File: src/rtl/demux_2x1_reg.sv
// Registered 1-to-2 demultiplexer. It debounces a strobe, routes din into
// hold register A or B, pulses upd_a/upd_b and counts writes per channel.
//
// Ports:
//   clk_2      system clock
//   reset_n    asynchronous active-low reset
//   din        data to route (NBITS wide)
//   sel        destination: 1 = channel A, 0 = channel B
//   strobe     raw asynchronous write request
//   out_a      hold register A
//   out_b      hold register B
//   upd_a      one-cycle pulse when A is written
//   upd_b      one-cycle pulse when B is written
//   cnt_a      write counter for A (NCNT wide)
//   cnt_b      write counter for B (NCNT wide)
//   busy       high whenever the FSM is not in IDLE
//
// Build option: when DEMUX_SAT_EN is defined, the write counters saturate
// at all-ones. When it is not defined, they wrap to zero.
module demux_2x1_reg #(
    parameter int NBITS    = 2,
    parameter int DEBOUNCE = 4,
    parameter int NCNT     = 4
) (
    input  logic             clk_2,
    input  logic             reset_n,
    input  logic [NBITS-1:0] din,
    input  logic             sel,
    input  logic             strobe,
    output logic [NBITS-1:0] out_a,
    output logic [NBITS-1:0] out_b,
    output logic             upd_a,
    output logic             upd_b,
    output logic [NCNT-1:0]  cnt_a,
    output logic [NCNT-1:0]  cnt_b,
    output logic             busy
);

    localparam int CW = (DEBOUNCE > 1) ? $clog2(DEBOUNCE) : 1;
    localparam logic [CW-1:0] DB_LAST = CW'(DEBOUNCE - 1);

    typedef enum logic [1:0] {
        IDLE,
        ARM,
        WRITE,
        WAIT_REL
    } state_t;

    state_t          state;
    logic            sync1;
    logic            strobe_s;
    logic [CW-1:0]   db_cnt;
    logic [NCNT-1:0] cnt_a_nxt;
    logic [NCNT-1:0] cnt_b_nxt;

`ifdef DEMUX_SAT_EN
    // The counter holds at all-ones. Later writes still update the data.
    always_comb begin
        cnt_a_nxt = (&cnt_a) ? cnt_a : cnt_a + NCNT'(1);
        cnt_b_nxt = (&cnt_b) ? cnt_b : cnt_b + NCNT'(1);
    end
`else
    always_comb begin
        cnt_a_nxt = cnt_a + NCNT'(1);
        cnt_b_nxt = cnt_b + NCNT'(1);
    end
`endif

    always_ff @(posedge clk_2 or negedge reset_n) begin
        if (!reset_n) begin
            state    <= IDLE;
            sync1    <= 1'b0;
            strobe_s <= 1'b0;
            db_cnt   <= '0;
            out_a    <= '0;
            out_b    <= '0;
            cnt_a    <= '0;
            cnt_b    <= '0;
            upd_a    <= 1'b0;
            upd_b    <= 1'b0;
        end else begin
            sync1    <= strobe;
            strobe_s <= sync1;
            upd_a    <= 1'b0;
            upd_b    <= 1'b0;
            unique case (state)
                IDLE: begin
                    if (strobe_s) begin
                        state  <= ARM;
                        db_cnt <= '0;
                    end
                end
                ARM: begin
                    if (!strobe_s) begin
                        state <= IDLE;
                    end else if (db_cnt == DB_LAST) begin
                        // din and sel are sampled only on this edge.
                        state <= WRITE;
                        if (sel) begin
                            out_a <= din;
                            cnt_a <= cnt_a_nxt;
                            upd_a <= 1'b1;
                        end else begin
                            out_b <= din;
                            cnt_b <= cnt_b_nxt;
                            upd_b <= 1'b1;
                        end
                    end else begin
                        db_cnt <= db_cnt + CW'(1);
                    end
                end
                WRITE: begin
                    state <= WAIT_REL;
                end
                WAIT_REL: begin
                    // Holding the strobe gives exactly one write.
                    if (!strobe_s) begin
                        state <= IDLE;
                    end
                end
            endcase
        end
    end

    assign busy = (state != IDLE);

endmodule
File: config.mk
export PLATFORM = sky130hd
export DESIGN_NAME = demux_2x1_reg
export DESIGN_NICKNAME = d
export VERILOG_FILES = /design/src/rtl/demux_2x1_reg.sv
export SDC_FILE = /design/constraint.sdc
export NUM_CORES = 1
export LEC_CHECK = 0
export ABC_AREA = 1
export CAP_MARGIN = 5
export CORE_MARGIN = 2
export CORE_UTILIZATION = 40
export CTS_CLUSTER_SIZE = 25
export DETAILED_ROUTE_END_ITERATION = 8
export PLACE_DENSITY = 0.69
export SYNTH_ARGS = -nofsm -noshare
export SYNTH_HDL_FRONTEND = slang
export SYNTH_SLANG_ARGS = --single-unit
File: constraint.sdc
create_clock -name clk_2 -period 1.35 [get_ports clk_2]
set_clock_uncertainty 0.2 [all_clocks]
set_input_delay 0.27 -clock clk_2 [delete_from_list [all_inputs] [get_ports clk_2]]
set_output_delay 0.27 -clock clk_2 [all_outputs]
set_load 0.005 [all_outputs]
# Word-level counts from Yosys, hierarchy flattened
# Cells that the tools add are included.
# totals
reg_bits,20
in_bits,6
out_inout_bits,15
elab_cells,47
# classes
add_sub_neg,3
eq_ne,9
n_mux,17
bitwise_logic,1
reduce_logical,7
# ops
op,count
$mux W2,7
$reduce_and A4 Y1,3
$add A4 B1 Y4 const B,2
$mux W1,8
$ne A2 B2 Y1 const B,4
$pmux W2 S4,1
$eq A2 B2 Y1 const B,3
$pmux W2 S2,1
$reduce_bool A2 Y1,2
$ne A3 B3 Y1 const B,1
$reduce_and A3 Y1,1
$add A2 B1 Y2 const B,1
$eq A2 B1 Y1 const B,1
$logic_not A2 Y1,1
$not A1 Y1,1

# Depth between registers and ports, before layout
# Gate-level depths: netlist of the first run.
# logic_depth
word_depth,4
mapped_depth,6
ltp_nobuf,6

# Least setup slack after synthesis of the first run
# Ideal clock, no wire load.
# synth_path
path_kind,register to register
start,register db_cnt[0]
end,register cnt_b[0]
setup_time_ns,0.116
t_arrival_ns,1.033
required_time_ns,1.034
path_slack_ns,0.001
stages_incl_launch_ff,7
n_path_buf,0
synth_period_minus_slack_ns,1.349
cell_sequence,dfrtp_1 > ha_1 > inv_1 > nor2_1 > nand3_2 > nand2_1 > nand2_1
# synth_via
elab_chain_cells,2
# synth_lines
element,line_no,rtl
start: declaration,52,logic [CW-1:0] db_cnt;
start signal: assignment,109,db_cnt <= db_cnt + CW'(1);
$eq A2 B2 Y1,96,end else if (db_cnt == DB_LAST) begin
$reduce_and A4 Y1 (no source line),-,
end signal: assignment,105,cnt_b <= cnt_b_nxt;
end: declaration,35,"output logic [NCNT-1:0] cnt_b,"
# Every way passes these cells.
# A chain may end at the register's enable or synchronous reset.

==> results of run 1 <==
[power groups by stage]
stage | combinational [µW] | sequential (µW) | clock (µW)
2_1_floorplan | 248 | 844 | 0
3_3_place_gp | 678 | 811 | 0
3_5_place_dp | 716 | 815 | 0
4_1_cts | 705 | 819 | 370
5_1_grt | 849 | 848 | 387
6_report | 762 | 823 | 357
[layer usage]
metal,vias up,part of all wire,GRT usage
li1,401,-,-
met1,390,0.42,0.2147
met2,15,0.52,0.2778
met3,2,0.045,0.04598
met4,0,0.0093,0.06579
met5,-,0,0
[worst register-to-register path, delay by kind of cell (launching register included)]
family / cells / cell delay [ns]
AND/OR/NAND/NOR: 4 / 0.38
flip-flops: 1 / 0.42
buffers and inverters: 1 / 0.11
adder cells (fa/ha/maj): 1 / 0.20
[kinds of logic after synthesis]
family,share of synthesized area
AO/OA/AOI/OAI,0.06052
XOR/XNOR,0.01926
adder cells (fa/ha/maj),0.04127
buffers and inverters,0.03301
flip-flops,0.5502
AND/OR/NAND/NOR,0.2957
[cell usage after synthesis]
cell type | n | area, µm²
sky130_fd_sc_hd__ha_1 | 3 | 37.54
sky130_fd_sc_hd__xor2_1 | 2 | 17.52
sky130_fd_sc_hd__dfrtp_1 | 20 | 500.5
sky130_fd_sc_hd__nor2_2 | 1 | 6.260
sky130_fd_sc_hd__nor2_1 | 1 | 3.750
sky130_fd_sc_hd__inv_1 | 8 | 30.03
sky130_fd_sc_hd__o21ai_0 | 9 | 45.04
sky130_fd_sc_hd__nand3_2 | 1 | 10.01
sky130_fd_sc_hd__nand2_1 | 40 | 150.1
sky130_fd_sc_hd__nand2_2 | 1 | 6.260
sky130_fd_sc_hd__nand3_4 | 1 | 17.52
sky130_fd_sc_hd__nor2_4 | 1 | 11.26
sky130_fd_sc_hd__nand3_1 | 4 | 20.02
sky130_fd_sc_hd__nand4_1 | 2 | 12.51
sky130_fd_sc_hd__nor2_8 | 1 | 20.02
sky130_fd_sc_hd__nand3b_2 | 1 | 11.26
sky130_fd_sc_hd__a21oi_1 | 2 | 10.01
[state kept, by name (all words and copies together) (netlist names), named ones only]
register,count
cnt_b,4
upd_b,1
state,1
out_a,2
upd_a,1
out_b,2
sync1,1
cnt_a,4
strobe_s,1
db_cnt,2
[through the flow]
step	area [µm²]	power, µW	util	setup WS (ns)	hold slack, ns
after floorplan	909.6	1092	-	0.0005860	-0.2256
after global placement	1277	1489	0.5831	-0.2238	0.1328
after detailed placement	1277	1531	0.5831	-0.2669	0.1365
after CTS	1305	1894	0.5957	-0.08538	0.08573
after global routing	1346	2084	0.6145	-0.1187	0.08637
final	1346	1942	0.6145	-0.06684	0.09003
[how the worst max path moves through the flow]
stage / startpoint / endpoint
after floorplan: db_cnt[0]$_DFFE_PN0P_ / cnt_b[0]$_DFFE_PN0P_
after global placement: sel / out_b[0]$_DFFE_PN0P_
after detailed placement: sel / cnt_b[1]$_DFFE_PN0P_
after CTS: flop / busy
after global routing: flop / busy
final: flop / busy
[timing repair]
action	CTS	global route
pin swaps	8	11
setup endpoints to repair	30	17
buffers inserted	4	1
hold buffers	0	0
resized for setup	71	17
[final cells by class]
class                      instances  share of cell area
inverter                           8             0.02230
timing repair buffer              40              0.2165
clock buffer                       4             0.02695
tap                               28             0.02602
multi-input combinational         70              0.3355
sequential                        20              0.3727
==> impl_metrics.sql, run 1 <==
INSERT INTO impl_metrics (metric_group, metric, value, unit) VALUES
('power', 'p_sw_frac', '0.3483', ''),
('sta', 'layout_min_cycle_time', '1.417', 'ns'),
('die', 'chipHeight', '51.69', 'µm'),
('yosys', 'seq_area_frac_synth', '0.5502', ''),
('die', 'core_area', '2191', 'µm²'),
('die', 'placement_rows', '17', ''),
('flow_run', 'max_cap_violations', '0', ''),
('sta', 'timing.final.hold_violations', '0', ''),
('yosys', 'synthesis.nets', '107', ''),
('sta', 'worst_slew_pin_slew', '0.2509', 'ns'),
('sta', 'timing.final.crit_share', '1.050', ''),
('setup_path', 'cp.depth', '3', ''),
('grt', 'grt-ovfl-total', '0', ''),
('layout', 'layoutNonFillerInstCount', '170', ''),
('grt', 'number_of_global_route_vias_before_repair', '732', ''),
('power', 'leakage', '0.0007673', 'µW'),
('yosys', 'netlist_instances', '98', ''),
('clocking', 'cts_max_path_buffers', '2', ''),
('sta', 'setup_viol', '5', ''),
('routing', 'dr.pass1.iters', '4', ''),
('setup_path', 'crit_arrival', '0.95', 'ns'),
('sta', 'fin_ws', '-0.06684', 'ns'),
('place', 'dp_hpwl', '1420', 'µm'),
('layout', 'ratio_of_cells_with_drive_above_1_in_the_final_layout', '0.4225', ''),
('die', 'die_width', '51.69', 'µm'),
('grt', 'grt_pass1_wl', '3263', 'µm'),
('routing', 'drc_errors', '0', ''),
('setup_path', 'setup_crit_end_kind', 'output pin', ''),
('power', 'power.net_switching', '676.4', 'µW'),
('clocking', 'cts.reportedPaths.clkPinSlew', '0.12', 'ns'),
('place', 'port_buffer_cells', '20', ''),
('power', 'power_frac_seq', '0.424', ''),
('yosys', 'netlist-cell-type-count', '17', ''),
('status', 'violations_in_the_final_reports', 'negative setup slack', ''),
('yosys', 'post_synth.cell_area_avg', '9.282', 'µm²'),
('grt', 'initial_antenna_violation_count', '0', ''),
('die', 'floorplan.initialDensity', '0.4152', ''),
('routing', 'totalWireLength', '2040', 'µm'),
('layout', 'final_common_cell', 'sky130_fd_sc_hd__nand2_1', ''),
('routing', 'route.detailed.wl_per_inst', '12.00', 'µm'),
('routing', 'final_antenna_net_count', '0', ''),
('grt', 'grt_start_max_net_pins', '21', ''),
('layout', 'nFillCells', '198', ''),
('setup_path', 'timing.critical_path.max_delay_family', 'flip-flops', ''),
('routing', 'drt-vias-per-instance', '4.753', ''),
('sta', 'relSlewSlack', '0.8327', ''),
('power', 'pwr_density', '1443', 'nW/µm²'),
('layout', 'ff_latch_area', '501.7', 'µm²'),
('setup_path', 'r2r_setup_slack', '-0.01', 'ns'),
('setup_path', 'slowest_delay', '0.41', 'ns'),
('layout', 'antenna_cells_inserted', '0', ''),
('yosys', 'synthesis.yosys.warnings', '0', ''),
('setup_path', 'critPathRequiredTime', '0.88', 'ns'),
('setup_path', 'cpMaxStageDelayCell', 'sky130_fd_sc_hd__dfrtp_1', ''),
('layout', 'most_used_cells_in_the_layout_excluding_fill_and_tap_cells', '34 x sky130_fd_sc_hd__nand2_1, 19 x sky130_fd_sc_hd__dfrtp_1, 18 x sky130_fd_sc_hd__buf_4', ''),
('routing', 'routed-via-count', '808', ''),
('status', 'outcome', 'finished, violations left', ''),
('die', 'io_pins', '21', ''),
('clocking', 'clock_sink_count', '20', ''),
('layout', 'area_delta_synth_final', '48.01', '%'),
('routing', 'initialDrtViolationCount', '9', ''),
('clocking', 'cts.htree.levels', '1', ''),
('setup_path', 'rr_startpoint', 'db_cnt[0]$_DFFE_PN0P_', ''),
('place', 'gpl.final_weighted_congestion', '0.6963', ''),
('layout', 'nets', '152', ''),
('setup_path', 'timing.critical_path.fanout_max', '2', ''),
('sta', 'rsz0062_at_grt', 'yes', ''),
('yosys', 'netlist_area', '909.6', 'µm²'),
('power', 'vdd_drop_max', '0.0009345', 'V'),
('setup_path', 'worst_path_cell_trace', 'inv_2 -> nand2_2 -> buf_2', ''),
('place', 'post-place-cells', '162', '');
Power figures use the tool's default switching activity.
==> run 2, diff against run 1 <==
--- a/config.mk
+++ b/config.mk
@@ -11,7 +11,7 @@
 export CORE_UTILIZATION = 40
 export CTS_CLUSTER_SIZE = 25
 export DETAILED_ROUTE_END_ITERATION = 8
-export PLACE_DENSITY = 0.69
+export PLACE_DENSITY = 0.66
 export SYNTH_ARGS = -nofsm -noshare
 export SYNTH_HDL_FRONTEND = slang
 export SYNTH_SLANG_ARGS = --single-unit
==> constraint.sdc (replaced) <==
create_clock -name clk_2 -period 1.5 [get_ports clk_2]
set_clock_uncertainty 0.2 [all_clocks]
set_input_delay 0.3 -clock clk_2 [delete_from_list [all_inputs] [get_ports clk_2]]
set_output_delay 0.3 -clock clk_2 [all_outputs]
set_load 0.005 [all_outputs]
==> impl_metrics.sql, run 2 (synthesis results as in run 1) <==
INSERT INTO impl_metrics (metric_group, metric, value, unit) VALUES
('sta', 'relSlewSlack', '0.8038', ''),
('setup_path', 'rr_startpoint', 'db_cnt[1]$_DFFE_PN0P_', ''),
('setup_path', 'timing.reg2reg.worst_path_depth', '6', ''),
('clocking', 'clk_latency', '0.28', 'ns'),
('power', 'power_frac_seq', '0.485', ''),
('setup_path', 'cpMaxStageDelayCell', 'sky130_fd_sc_hd__dfrtp_1', ''),
('grt', 'number_of_global_route_vias_before_repair', '690', ''),
('power', 'p_sw_frac', '0.3206', ''),
('sta', 'timing.final.hold_violations', '0', ''),
('power', 'pwr_density', '1197', 'nW/µm²'),
('setup_path', 'worst-path-buf-inv', '1', ''),
('clocking', 'cts_hold_buffers', '0', ''),
('power', 'share_comb_of_total_power', '0.359', ''),
('routing', 'dr.pass1.iters', '4', ''),
('power', 'vdd_drop_max', '0.0005763', 'V'),
('routing', 'routed-via-count', '735', ''),
('place', 'dp_hpwl', '1180', 'µm'),
('power', 'leakage', '0.0007288', 'µW'),
('grt', 'grt-ovfl-total', '0', ''),
('routing', 'totalWireLength', '1625', 'µm'),
('routing', 'drc_errors', '0', ''),
('layout', 'nFillCells', '230', ''),
('layout', 'most_used_cells_in_the_layout_excluding_fill_and_tap_cells', '40 x sky130_fd_sc_hd__nand2_1, 20 x sky130_fd_sc_hd__dfrtp_1, 14 x sky130_fd_sc_hd__buf_4', ''),
('sta', 'timing.final.crit_share', '0.9702', ''),
('power', 'report.power.total', '1516', 'µW'),
('die', 'chipHeight', '51.69', 'µm'),
('layout', 'ff_latch_area', '500.5', 'µm²'),
('sta', 'setup_viol', '0', ''),
('routing', 'm1WireLength', '812', 'µm'),
('die', 'die_width', '51.69', 'µm'),
('layout', 'multi_input_area', '394.1', 'µm²'),
('sta', 'layout_min_cycle_time', '1.455', 'ns'),
('routing', 'route.detailed.wl_per_inst', '9.969', 'µm'),
('sta', 'finalSetupTns', '0', 'ns'),
('setup_path', 'r2r_setup_slack', '0.13', 'ns'),
('clocking', 'cts_max_path_buffers', '2', ''),
('setup_path', 'critPathCapture', 'cnt_b[0]', ''),
('layout', 'nets', '146', ''),
('flow_run', 'max_cap_violations', '0', ''),
('layout', 'ratio_of_cells_with_drive_above_1_in_the_final_layout', '0.2148', ''),
('setup_path', 'crit_arrival', '0.96', 'ns'),
('sta', 'fmaxAchievable', '687.1', 'MHz'),
('setup_path', 'critical_path_class', 'flop to output pin', ''),
('die', 'core_area', '2191', 'µm²'),
('layout', 'area_delta_synth_final', '39.20', '%'),
('place', 'detailedPlace.worstSlack', '-0.1114', 'ns'),
('sta', 'fin_worst_hold_slack', '0.1450', 'ns'),
('grt', 'initial_antenna_violation_count', '0', ''),
('setup_path', 'reg2reg_to', 'cnt_b[3]$_DFFE_PN0P_', ''),
('setup_path', 'timing.critical_path.fanout_max', '2', ''),
('setup_path', 'cp.depth', '1', ''),
('place', 'port_buffer_cells', '20', ''),
('sta', 'slew_violations', '0', ''),
('routing', 'final_antenna_net_count', '0', ''),
('setup_path', 'setup_crit_end_kind', 'output pin', ''),
('setup_path', 'worst_setup_path_start_kind', 'flop', ''),
('routing', 'wl_met2', '740', 'µm'),
('die', 'io_pins', '21', ''),
('setup_path', 'timing.critical_path.max_delay_family', 'flip-flops', ''),
('setup_path', 'slowest_delay', '0.40', 'ns'),
('sta', 'worst_slew_pin_slew', '0.2942', 'ns'),
('setup_path', 'timing.critical_path.from', 'cnt_b[0]$_DFFE_PN0P_', ''),
('clocking', 'tritoncts.num_buffers', '3', ''),
('routing', 'wl_met3', '60', 'µm'),
('place', 'gpl.final_weighted_congestion', '0.7412', ''),
('status', 'outcome', 'finished, final reports clean', ''),
('die', 'floorplan.initialDensity', '0.4152', ''),
('power', 'power.net_switching', '486.0', 'µW'),
('die', 'floorplan.die_area', '2671', 'µm²'),
('die', 'placement_rows', '17', ''),
('clocking', 'tritoncts', 'done', ''),
('layout', 'layout_top_registers', 'cnt_a: 4 flops, cnt_b: 4 flops', ''),
('routing', 'highest_layer', 'met4', ''),
('grt', 'grt_pass1_wl', '2925', 'µm'),
('layout', 'final_common_cell', 'sky130_fd_sc_hd__nand2_1', ''),
('setup_path', 'worst_path_cell_trace', 'dlygate4sd2_1', ''),
('routing', 'initialDrtViolationCount', '7', ''),
('clocking', 'cts.htree.levels', '1', ''),
('power', 'clock_power_share', '0.155', ''),
('routing', 'drt-vias-per-instance', '4.509', ''),
('grt', 'grt_start_max_net_pins', '21', ''),
('clocking', 'clk_root_buffer_cell', 'sky130_fd_sc_hd__clkbuf_4', ''),
('worst_hold_path', 'worst_hold_path_type', 'input pin to asynchronous set/reset pin', ''),
('grt', 'track_usage', '0.1455', ''),
('power', 'power_report.internal_total', '1030', 'µW'),
('clocking', 'clock_sink_count', '20', ''),
('layout', 'antenna_cells_inserted', '0', ''),
('setup_path', 'critPathRequiredTime', '1.00', 'ns'),
('sta', 'rsz0062_at_grt', 'no', ''),
('sta', 'fin_ws', '0.04469', 'ns'),
('clocking', 'cts.reportedPaths.clkPinSlew', '0.10', 'ns');
==> run 2: worst min path at each step <==
| stage | from | endpoint | slack (ns) |
|---|---|---|---|
| 2_1_floorplan | reset_n | asynchronous set/reset pin | -0.20 |
| 3_3_place_gp | sync1$_DFF_PN0_ | strobe_s$_DFF_PN0_ | 0.13 |
| 3_5_place_dp | sync1$_DFF_PN0_ | strobe_s$_DFF_PN0_ | 0.14 |
| 4_1_cts | reset_n | asynchronous set/reset pin | 0.15 |
| 5_1_grt | sync1$_DFF_PN0_ | strobe_s$_DFF_PN0_ | 0.17 |
| 6_report | reset_n | state[0]$_DFFE_PN0P_ | 0.15 |
==> run 2: power groups by stage <==
stage	clock network (µW)	registers [µW]	logic [µW]
2_1_floorplan	0	760	223
3_3_place_gp	0	732	572
3_5_place_dp	0	735	580
4_1_cts	247	722	546
5_1_grt	275	749	629
6_report	236	736	545
==> run 2: metrics by stage <==
step / instance area [µm²] / instances / util
floorplan: 909.6 / 98 / -
global placement: 1227 / 157 / 0.5603
detailed placement: 1227 / 157 / 0.5603
CTS: 1257 / 163 / 0.5740
global route: 1266 / 163 / 0.5780
finish: 1266 / 163 / 0.5780
==> run 2: cell type report <==
cell class	instances	area share
clock buffers	3	0.01779
well taps	28	0.02767
flip-flops and latches	20	0.3953
repair buffers	34	0.2243
inverters	8	0.02372
multi-input cells	70	0.3113
==> run 2: what timing repair did <==
| action | CTS | global route |
|---|---|---|
| endpoints found under the setup margin | 18 | 8 |
| gates cloned | 0 | 0 |
| buffers inserted | 3 | 0 |
| gates resized for setup | 17 | 6 |
| hold endpoints to repair | 0 | 0 |
| pin swaps | 0 | 1 |
==> run 2: routing by layer <==
metal  vias up  GRT usage
met2        17     0.2244
met5         -          0
li1        387          -
met4         0    0.05263
met3         2    0.02586
met1       329     0.2052
==> run 3, diff against run 2 <==
--- a/config.mk
+++ b/config.mk
@@ -5,13 +5,12 @@
 export SDC_FILE = /design/constraint.sdc
 export NUM_CORES = 1
 export LEC_CHECK = 0
-export ABC_AREA = 1
 export CAP_MARGIN = 5
 export CORE_MARGIN = 2
 export CORE_UTILIZATION = 40
 export CTS_CLUSTER_SIZE = 25
 export DETAILED_ROUTE_END_ITERATION = 8
-export PLACE_DENSITY = 0.66
+export PLACE_DENSITY = 0.67
 export SYNTH_ARGS = -nofsm -noshare
 export SYNTH_HDL_FRONTEND = slang
 export SYNTH_SLANG_ARGS = --single-unit
==> impl_metrics.sql, run 3 <==
INSERT INTO impl_metrics (metric_group, metric, value, unit) VALUES
('status', 'outcome', 'finished, violations left', ''),
('status', 'violations_in_the_final_reports', 'negative setup slack', ''),
('sta', 'setup_viol', '8', ''),
('clocking', 'cts.htree.levels', '1', ''),
('yosys', 'synth_register_bits', '20', ''),
('routing', 'final_antenna_net_count', '0', ''),
('clocking', 'clk_latency', '0.29', 'ns'),
('yosys', 'synth-async-reset-ratio', '1.000', ''),
('sta', 'layout_min_cycle_time', '1.583', 'ns'),
('die', 'io_pins', '21', ''),
('routing', 'initialDrtViolationCount', '5', ''),
('routing', 'routed-via-count', '607', ''),
('place', 'post-place-cells', '117', ''),
('routing', 'dr.pass1.iters', '2', ''),
('place', 'placedInstanceArea', '1171', 'µm²'),
('clocking', 'tritoncts.num_buffers', '3', ''),
('yosys', 'netlist-cell-type-count', '23', ''),
('setup_path', 'critPathRequiredTime', '1.49', 'ns'),
('setup_path', 'worst_path_cell_trace', 'buf_6 -> and4b_4 -> nand2_4 -> mux2_4', ''),
('yosys', 'synthesis.yosys.warnings', '0', ''),
('yosys', 'synth_compound_gate_area_share', '0.04655', ''),
('place', 'port_buffer_cells', '20', ''),
('layout', 'nets', '114', ''),
('grt', 'grt-ovfl-total', '0', ''),
('setup_path', 'slowest_delay', '0.40', 'ns'),
('layout', 'final_common_cell', 'sky130_fd_sc_hd__dfrtp_1', ''),
('setup_path', 'timing.critical_path.fanout_max', '5', ''),
('die', 'floorplan.initialDensity', '0.4247', ''),
('routing', 'wl_met3', '74', 'µm'),
('yosys', 'synth-edff-count', '0', ''),
('power', 'power.net_switching', '520.0', 'µW'),
('setup_path', 'critical_path_class', 'flop to flop', ''),
('yosys', 'synth_area_leaders', 'sky130_fd_sc_hd__dfrtp_1 60%, sky130_fd_sc_hd__mux2_4 5.4%, sky130_fd_sc_hd__ha_1 4.5%, sky130_fd_sc_hd__xor2_1 4.2%, sky130_fd_sc_hd__mux2_2 4.1%', ''),
('routing', 'm1WireLength', '720', 'µm'),
('power', 'pwr_density', '1378', 'nW/µm²'),
('layout', 'layout_top_registers', 'cnt_a: 4 flops, cnt_b: 4 flops', ''),
('grt', 'grt_pass1_wl', '2484', 'µm'),
('routing', 'route.detailed.wl_per_inst', '11.76', 'µm'),
('yosys', 'netlist_instances', '59', ''),
('clocking', 'cts.reportedPaths.clkPinSlew', '0.10', 'ns'),
('grt', 'number_of_global_route_vias_before_repair', '572', ''),
('place', 'gpl.final_weighted_congestion', '0.7022', ''),
('layout', 'final_cell_area', '1305', 'µm²'),
('worst_hold_path', 'worst_hold_path_type', 'input pin to asynchronous set/reset pin', ''),
('setup_path', 'setup_crit_end_kind', 'flop', ''),
('layout', 'most_used_cells_in_the_layout_excluding_fill_and_tap_cells', '20 x sky130_fd_sc_hd__dfrtp_1, 16 x sky130_fd_sc_hd__buf_4, 10 x sky130_fd_sc_hd__dlygate4sd2_1', ''),
('yosys', 'synthAdderAreaFrac', '0.04505', ''),
('yosys', 'synth.largest_area_cell', 'sky130_fd_sc_hd__dfrtp_1', ''),
('grt', 'initial_antenna_violation_count', '0', ''),
('grt', 'track_usage', '0.1335', ''),
('clocking', 'cts_max_path_buffers', '2', ''),
('yosys', 'synthesis.nets', '68', ''),
('power', 'leakage', '0.0006918', 'µW'),
('power', 'clock_power_share', '0.134', ''),
('sta', 'fmaxAchievable', '631.7', 'MHz'),
('yosys', 'yosys-top-cells-count', '20 x sky130_fd_sc_hd__dfrtp_1, 4 x sky130_fd_sc_hd__xor2_1', ''),
('yosys', 'synth.top_cell.area_share', '0.6006', ''),
('layout', 'nFillCells', '169', ''),
('setup_path', 'reg2reg_to', 'out_a[1]$_DFFE_PN0P_', ''),
('die', 'core_area', '1962', 'µm²'),
('layout', 'utilization', '0.6652', ''),
('routing', 'highest_layer', 'met4', ''),
('power', 'power_report.internal_total', '1278', 'µW'),
('die', 'placement_rows', '16', ''),
('setup_path', 'crit_arrival', '1.57', 'ns'),
('routing', 'wl_met2', '726', 'µm'),
('yosys', 'cell_with_the_most_instances_after_synthesis', 'sky130_fd_sc_hd__dfrtp_1', ''),
('grt', 'grt_start_max_net_pins', '21', ''),
('yosys', 'synth_top_family_by_area', 'simple AND/OR/NAND/NOR gates', ''),
('clocking', 'clk_root_buffer_cell', 'sky130_fd_sc_hd__clkbuf_4', ''),
('routing', 'drc_errors', '0', ''),
('sta', 'timing.final.hold_violations', '0', ''),
('sta', 'timing.final.crit_share', '1.055', ''),
('flow_run', 'max_cap_violations', '0', ''),
('place', 'dp_hpwl', '990.9', 'µm'),
('power', 'power_frac_seq', '0.422', ''),
('yosys', 'netlist_area', '833.3', 'µm²'),
('layout', 'ff_latch_area', '500.5', 'µm²'),
('sta', 'worst_slew_pin_slew', '0.3773', 'ns'),
('yosys', 'synth_simple_gate_area_share', '0.1366', ''),
('die', 'die_width', '49.64', 'µm'),
('setup_path', 'cpMaxStageDelayCell', 'sky130_fd_sc_hd__dfrtp_1', ''),
('setup_path', 'worst_setup_path_start_kind', 'flop', ''),
('setup_path', 'r2r_setup_slack', '-0.08', 'ns'),
('setup_path', 'critPathCapture', 'out_a[1]$_DFFE_PN0P_', ''),
('power', 'p_sw_frac', '0.2892', ''),
('layout', 'antenna_cells_inserted', '0', ''),
('sta', 'fin_ws', '-0.08301', 'ns'),
('layout', 'ratio_of_cells_with_drive_above_1_in_the_final_layout', '0.4078', ''),
('layout', 'layoutNonFillerInstCount', '130', ''),
('yosys', 'synth_xor_xnor_area_share', '0.06306', ''),
('layout', 'area_delta_synth_final', '56.61', '%'),
('layout', 'multi_input_area', '377.9', 'µm²'),
('yosys', 'yosys_most_used_dff', 'sky130_fd_sc_hd__dfrtp_1', ''),
('power', 'share_comb_of_total_power', '0.443', ''),
('die', 'chipHeight', '49.64', 'µm'),
('yosys', 'post_synth.cell_area_avg', '14.12', 'µm²'),
('sta', 'rsz0062_at_grt', 'yes', ''),
('die', 'floorplan.die_area', '2464', 'µm²'),
('routing', 'drt-vias-per-instance', '4.669', ''),
('yosys', 'seq_area_frac_synth', '0.6006', ''),
('routing', 'totalWireLength', '1529', 'µm'),
('sta', 'slew_violations', '0', ''),
('sta', 'relSlewSlack', '0.7477', ''),
('clocking', 'tritoncts', 'done', ''),
('setup_path', 'timing.reg2reg.worst_path_depth', '4', ''),
('power', 'vdd_drop_max', '0.0007112', 'V'),
('yosys', 'muxShareOfSynthArea', '0.09459', ''),
('clocking', 'clock_sink_count', '20', '');
[run 3: cell families after synthesis]
logic type,count (synthesis)
multiplexers,6
flip-flops,20
buffers and inverters,3
AND/OR/NAND/NOR,15
AO/OA/AOI/OAI,6
XOR/XNOR,6
adder cells (fa/ha/maj),3
[run 3: repair_timing]
action                     4_1_cts  5_1_grt
setup buffers                    8        2
setup endpoints to repair       25       17
pin swaps                        1        6
gates resized for setup         23       11
hold buffers                     0        0
[run 3: power groups by stage]
stage               Sequential (µW)  Clock [µW]  Combinational, µW
global route                    777         280                881
finish                          760         241                797
global placement                794           0                651
detailed placement              795           0                654
CTS                             755         254                720
floorplan                       818           0                261
[run 3: per-stage QoR]
stage	hold WS [ns]	TNS [ns]	total power [µW]	worst slack [ns]
floorplan	-0.1956	-0.004823	1079	-0.001651
global placement	0.1339	-2.052	1445	-0.2165
detailed placement	0.1396	-2.266	1449	-0.2361
CTS	0.1267	-0.4672	1729	-0.1746
global route	0.1459	-0.9752	1939	-0.1153
finish	0.1299	-0.4459	1798	-0.08301
[run 3: metal layers]
layer / GRT usage / vias up
li1: - / 298
met1: 0.1743 / 295
met2: 0.1978 / 12
met3: 0.04242 / 2
met4: 0.06944 / 0
met5: 0 / -
[run 3: final cells by class]
type	instances	share of cell area
Clock buffer	3	0.01726
Inverter	3	0.008629
Multi-Input combinational cell	36	0.2895
Sequential cell	20	0.3835
Tap cell	27	0.02589
Timing Repair Buffer	41	0.2752
[run 3: how the worst min path moves through the flow]
stage               startpoint                          to  slack (ns)  depth (start not counted)
5_1_grt                reset_n       db_cnt[0]$_DFFE_PN0P_        0.15                          2
2_1_floorplan          reset_n  asynchronous set/reset pin       -0.20                          0
6_report               reset_n             upd_a$_DFF_PN0_        0.13                          2
3_3_place_gp   sync1$_DFF_PN0_          strobe_s$_DFF_PN0_        0.13                          0
4_1_cts                reset_n       db_cnt[0]$_DFFE_PN0P_        0.13                          2
3_5_place_dp   sync1$_DFF_PN0_          strobe_s$_DFF_PN0_        0.14                          0
[run 3: worst max-delay path: cells and delay by family (launching register included)]
family | cells | cell delay [ns]
AND/OR/NAND/NOR | 2 | 0.43
flip-flops | 1 | 0.40
multiplexers | 1 | 0.32
buffers and inverters | 1 | 0.13
==> edit 1: new RTL, flow settings as in run 2 <==
Re-encode `state_t` (4 states) as Gray code, 2 bits wide.
--- a/src/rtl/demux_2x1_reg.sv
+++ b/src/rtl/demux_2x1_reg.sv
@@ -42,6 +42,6 @@
     typedef enum logic [1:0] {
-        IDLE,
-        ARM,
-        WRITE,
-        WAIT_REL
+        IDLE     = 2'b00,
+        ARM      = 2'b01,
+        WRITE    = 2'b11,
+        WAIT_REL = 2'b10
     } state_t;
Formal check against the unedited RTL: same outputs for any inputs over 10 cycles, from zero or initial values and one cycle with reset_n low; not proved beyond that.
==> edit 1 against run 2 <==
  * Sequential cell count unchanged
  * Combinational power shrank 34%
  * Area after synthesis shrank 0.96%
  * Total power shrank 12%
  * Synthesized cell count is the same
  * First-iteration DRC count rose to 2.6 times the old value
  * Critical path depth unchanged
  * Global-route usage up 1.6 points
  * Wire length grew 5.5%
  * Final area is 1.4% higher
  * Via count grew 3.1%
  * Setup slack got worse by 0.0022 ns
  * Critical endpoint is now cnt_b[3]
  * Largest power group unchanged
==> edit 1: results (changes against run 2) <==
post-synthesis sequential area ratio 0.556 (+0.00535); worst reg2reg setup slack 0.11 ns (-0.02 ns); Initial DRT Pass Iterations 4 (unchanged); R2R cell count 5 (-1); fillcell total 225 (-2.2%); Antenna Cells 0 (unchanged); RePlAce Congestion 0.728 (-1.8%); final WL 1720 um (+5.5%); first-pass GRT wire length 3220 um (+9.9%); CP Max Fanout 2 (unchanged); Crit-path slowest cell dfrtp_1; number of buffers added on ports 20 (unchanged); hold slack 0.133 ns (-0.0116 ns); Vias per Instance 4.54 (+0.66%); First DRT Iteration DRCs 18 (+11); Peak VDD IR 0.531 mV (-7.9%); Switching Share 0.280 (-0.0402); CTS Buf Count 3 (unchanged); top flop regs cnt_a x4, cnt_b x4; Final Worst Setup Slack 0.0425 ns (-0.00218 ns); Net Count, Synth 107 (unchanged); worst r2r dst cnt_a[1]; YS warnings 0 (unchanged); Post-Place Cell Area 1210 um^2 (-1.3%); class of the worst hold path primary input to async pin; Distinct cells, synth 15 (-2); number of global-route vias before repair 787 (+14%); largest stage delay on the critical path 0.40 ns (about the same); Total Nets Final 149 (+2.1%); gr usage total 0.162 (+0.0162); most area-consuming cells after synthesis dfrtp_1 (56%), nand2_1 (17%), ha_1 (4.2%); status complete, no violations; Clock Latency Late Sink 0.29 ns; clk buf depth 2 (unchanged); pin count of the biggest net entering global routing 21 (unchanged); Post-synth ARST share 1.00 (unchanged); Reg clk slew, reported paths 0.11 ns; worst rel slew slack 0.833 (+0.0289); root buffer cell clkbuf_4; initial antenna violation count 0 (unchanged); P_leak 0.000755 uW (+3.6%); count of final setup violators 0 (unchanged); dpl ws -0.0823 ns (+0.0292 ns); synth cell count leaders nand2_1 (41), dfrtp_1 (20), inv_1 (8); Arr. time, crit path 0.96 ns (about the same); share of cells above drive strength 1 0.230 (+0.0154); Critical R2R Launch db_cnt[0]; Detailed Place HPWL 1260 um (+6.4%)
-- edit 1: through the flow --
stage                     instances  power, uW   util
after detailed placement        156       1050  0.558
final                           167       1330  0.592
after CTS                       166       1340  0.588
after global placement          156       1040  0.558
after global routing            167       1430  0.592
after floorplan                  98        816      -
-- edit 1: how the worst max path moves through the flow --
| stage | to | from | cells after the start | slack, ns |
|---|---|---|---|---|
| finish | cnt_b[3] | cnt_b[3] | 1 | 0.04 |
| CTS | busy | state[0] | 3 | -0.005 |
| global placement | out_a[1] | sel | 4 | -0.06 |
| detailed placement | out_a[0] | sel | 5 | -0.08 |
| floorplan | db_cnt[0] | db_cnt[0] | 5 | 0.24 |
| global route | cnt_b[3] | cnt_b[3] | 1 | -0.003 |
-- edit 1: final cells by class --
class,count,area (um^2),share of cell area
Sequential cell,20,500,0.390
Timing Repair Buffer,37,309,0.241
Tap cell,28,35.0,0.0273
Inverter,10,37.5,0.0292
Multi-Input combinational cell,68,365,0.285
Clock buffer,4,36.3,0.0283
-- edit 1: what timing repair did --
| action | 4_1_cts | 5_1_grt |
|---|---|---|
| setup endpoints to repair | 15 | 7 |
| pin swaps | 0 | 0 |
| cloned | 0 | 0 |
| hold endpoints to repair | 0 | 0 |
| buffers inserted | 6 | 1 |
| gates resized for setup | 16 | 7 |
-- edit 1: logic make-up after synthesis --
| logic type | after synthesis | share of synthesized area |
|---|---|---|
| fa+ha+maj | 3 | 0.0417 |
| compound gates | 9 | 0.0500 |
| xor+xnor | 2 | 0.0194 |
| buf+inv | 10 | 0.0417 |
| flops | 20 | 0.556 |
| simple gates | 54 | 0.292 |
-- edit 1: power by group through the flow --
| stage | clock network (uW) | logic (uW) | registers [uW] |
|---|---|---|---|
| CTS | 317 | 361 | 662 |
| finish | 308 | 362 | 661 |
| global placement | 0 | 365 | 673 |
| detailed placement | 0 | 372 | 677 |
| floorplan | 0 | 121 | 694 |
| global route | 339 | 419 | 674 |
-- edit 1: metal layers --
metal	GRT usage	part of all wire	wire, um
met4	0.0789	0.0070	12
met1	0.203	0.48	821
met3	0.0175	0.032	55
met5	0	0	0
met2	0.276	0.48	825
==> edit 2: new RTL, settings of run 2 <==
Made on the original files. Add a define of `DEMUX_SAT_EN`.
--- a/src/rtl/demux_2x1_reg.sv
+++ b/src/rtl/demux_2x1_reg.sv
@@ -19,2 +19,4 @@
 // at all-ones. When it is not defined, they wrap to zero.
+`define DEMUX_SAT_EN
+
 module demux_2x1_reg #(
Function: same outputs for any inputs over 10 cycles, from zero or initial values and one cycle with reset_n low; that may be too few to reach the edited logic, so the function may still have changed.
==> edit 2 against run 2 <==
  * Sequential share of layout area fell by 3.1 points
  * Setup slack got worse by 0.0035 ns
  * Final cell count rose by 4.3%
  * Total power rose by 5.3%
  * Final area rose by 8.6%
  * Wire length rose by 24%
  * Worst hold slack got worse by 0.017 ns
  * Sequential cell count did not move
  * Core utilization rose by 5.6 points
  * Area after synthesis fell by 0.69%
  * Die area fell by 0.64%
  * Highest routed layer unchanged
==> edit 2: results (changes against run 2) <==
first-pass GRT wire length 3420 um (+17%); gr usage total 0.174 (+0.0282); met3 Use GR 0.0402 (+0.0144); worst reg2reg setup slack 0.08 ns (-0.05 ns); post-synthesis sequential area ratio 0.554 (+0.00381); Reg clk slew, reported paths 0.11 ns; R2R cell count 8 (+2); Arr. time, crit path 0.96 ns (about the same); routed length per instance 11.8 um (+18%); pin count of the biggest net entering global routing 21 (unchanged); Total Nets Final 153 (+4.8%); root buffer cell clkbuf_4; Vias per Instance 4.77 (+5.8%); CP Max Fanout 2 (unchanged); Clock Latency Late Sink 0.29 ns; worst r2r dst cnt_a[0]; number of global-route vias before repair 830 (+20%); GR Util met2 0.295 (+0.0705); Post-synth ARST share 1.00 (unchanged); Worst Tran Pin Value 0.264 ns (-0.0302 ns); met1 Resource Use GR 0.207 (+0.00200); Worst path top cell family by delay flip-flops; fillcell total 206 (-10%); P_leak 0.000715 uW (-1.9%); synth cell count leaders nand2_1 (33), dfrtp_1 (20), inv_1 (12); dominant synthesized flop cell dfrtp_1; Antenna Cells 0 (unchanged); wl on met1 879 um (+8.3%); most area-consuming cells after synthesis dfrtp_1 (55%), nand2_1 (14%), inv_1 (5.0%); clk buf depth 2 (unchanged); worst setup path endpoint out_b[0]; Detailed Place HPWL 1370 um (+16%); critical path startpoint out_b[0]; Crit-path slowest cell dfrtp_1; share of cells above drive strength 1 0.317 (+0.102); First DRT Iteration DRCs 13 (+6); top flop regs cnt_a x4, cnt_b x4; routed wl met2 1020 um (+38%); RePlAce Congestion 0.751 (+1.3%); Distinct cells, synth 18 (+1); status complete, no violations; largest stage delay on the critical path 0.40 ns (about the same); YS warnings 0 (unchanged); Peak VDD IR 0.726 mV (+26%); Post-Place Cell Area 1190 um^2 (-2.7%); Net Count, Synth 111 (+3.7%); met3 WL post-DR 76 um (+27%); Critical R2R Launch cnt_a[0]
-- edit 2: cell count changes in the layout (fill, tap and decap cells not counted), sizes merged, moves of 2 or more --
cell / delta
dlygate4sd2: -4
clkdlybuf4s15: +4
nor2: +5
buf: +5
inv: +4
nand2: -7
o21ai: -2
nand3: +2
-- edit 2: final cells by class --
class                      count  area share
clock buffer                   3      0.0164
inverter                      12      0.0328
multi-input combinational     69       0.324
sequential                    20       0.364
tap                           28      0.0255
timing repair buffer          38       0.237
-- edit 2: power by group --
part | leakage (uW) | switching [uW] | internal, uW
logic | 0.000435 | 285 | 333
registers | 0.000266 | 77.9 | 654
clock network | 0.0000138 | 152 | 93.4
total | 0.000715 | 515 | 1080
-- edit 2: logic make-up (layout without fill, tap and decap cells) --
| kind of cell | after synthesis | count (layout) | share of synthesized area |
|---|---|---|---|
| and+or+nand+nor | 54 | 54 | 0.267 |
| DFF | 20 | 20 | 0.554 |
| buffers and inverters | 13 | 53 | 0.0623 |
| AOI/OAI and AO/OA | 10 | 10 | 0.0554 |
| adders and majority gates | 3 | 3 | 0.0416 |
| xor gates and xnor gates | 2 | 2 | 0.0194 |
-- edit 2: metrics by stage --
| step | util | hold slack, ns | std cells | total power (uW) | setup slack (ns) |
|---|---|---|---|---|---|
| after global placement | 0.551 | 0.134 | 158 | 1210 | -0.126 |
| after floorplan | - | -0.196 | 102 | 943 | 0.168 |
| after global routing | 0.634 | 0.138 | 170 | 1720 | -0.0255 |
| after detailed placement | 0.551 | 0.135 | 158 | 1230 | -0.163 |
| after CTS | 0.580 | 0.131 | 168 | 1490 | 0.00197 |
| final | 0.634 | 0.128 | 170 | 1600 | 0.0412 |
-- edit 2: repair_timing --
item | CTS | global route
pin swaps | 1 | 6
endpoints found under the setup margin | 17 | 20
setup buffers | 7 | 2
gates resized for setup | 22 | 30
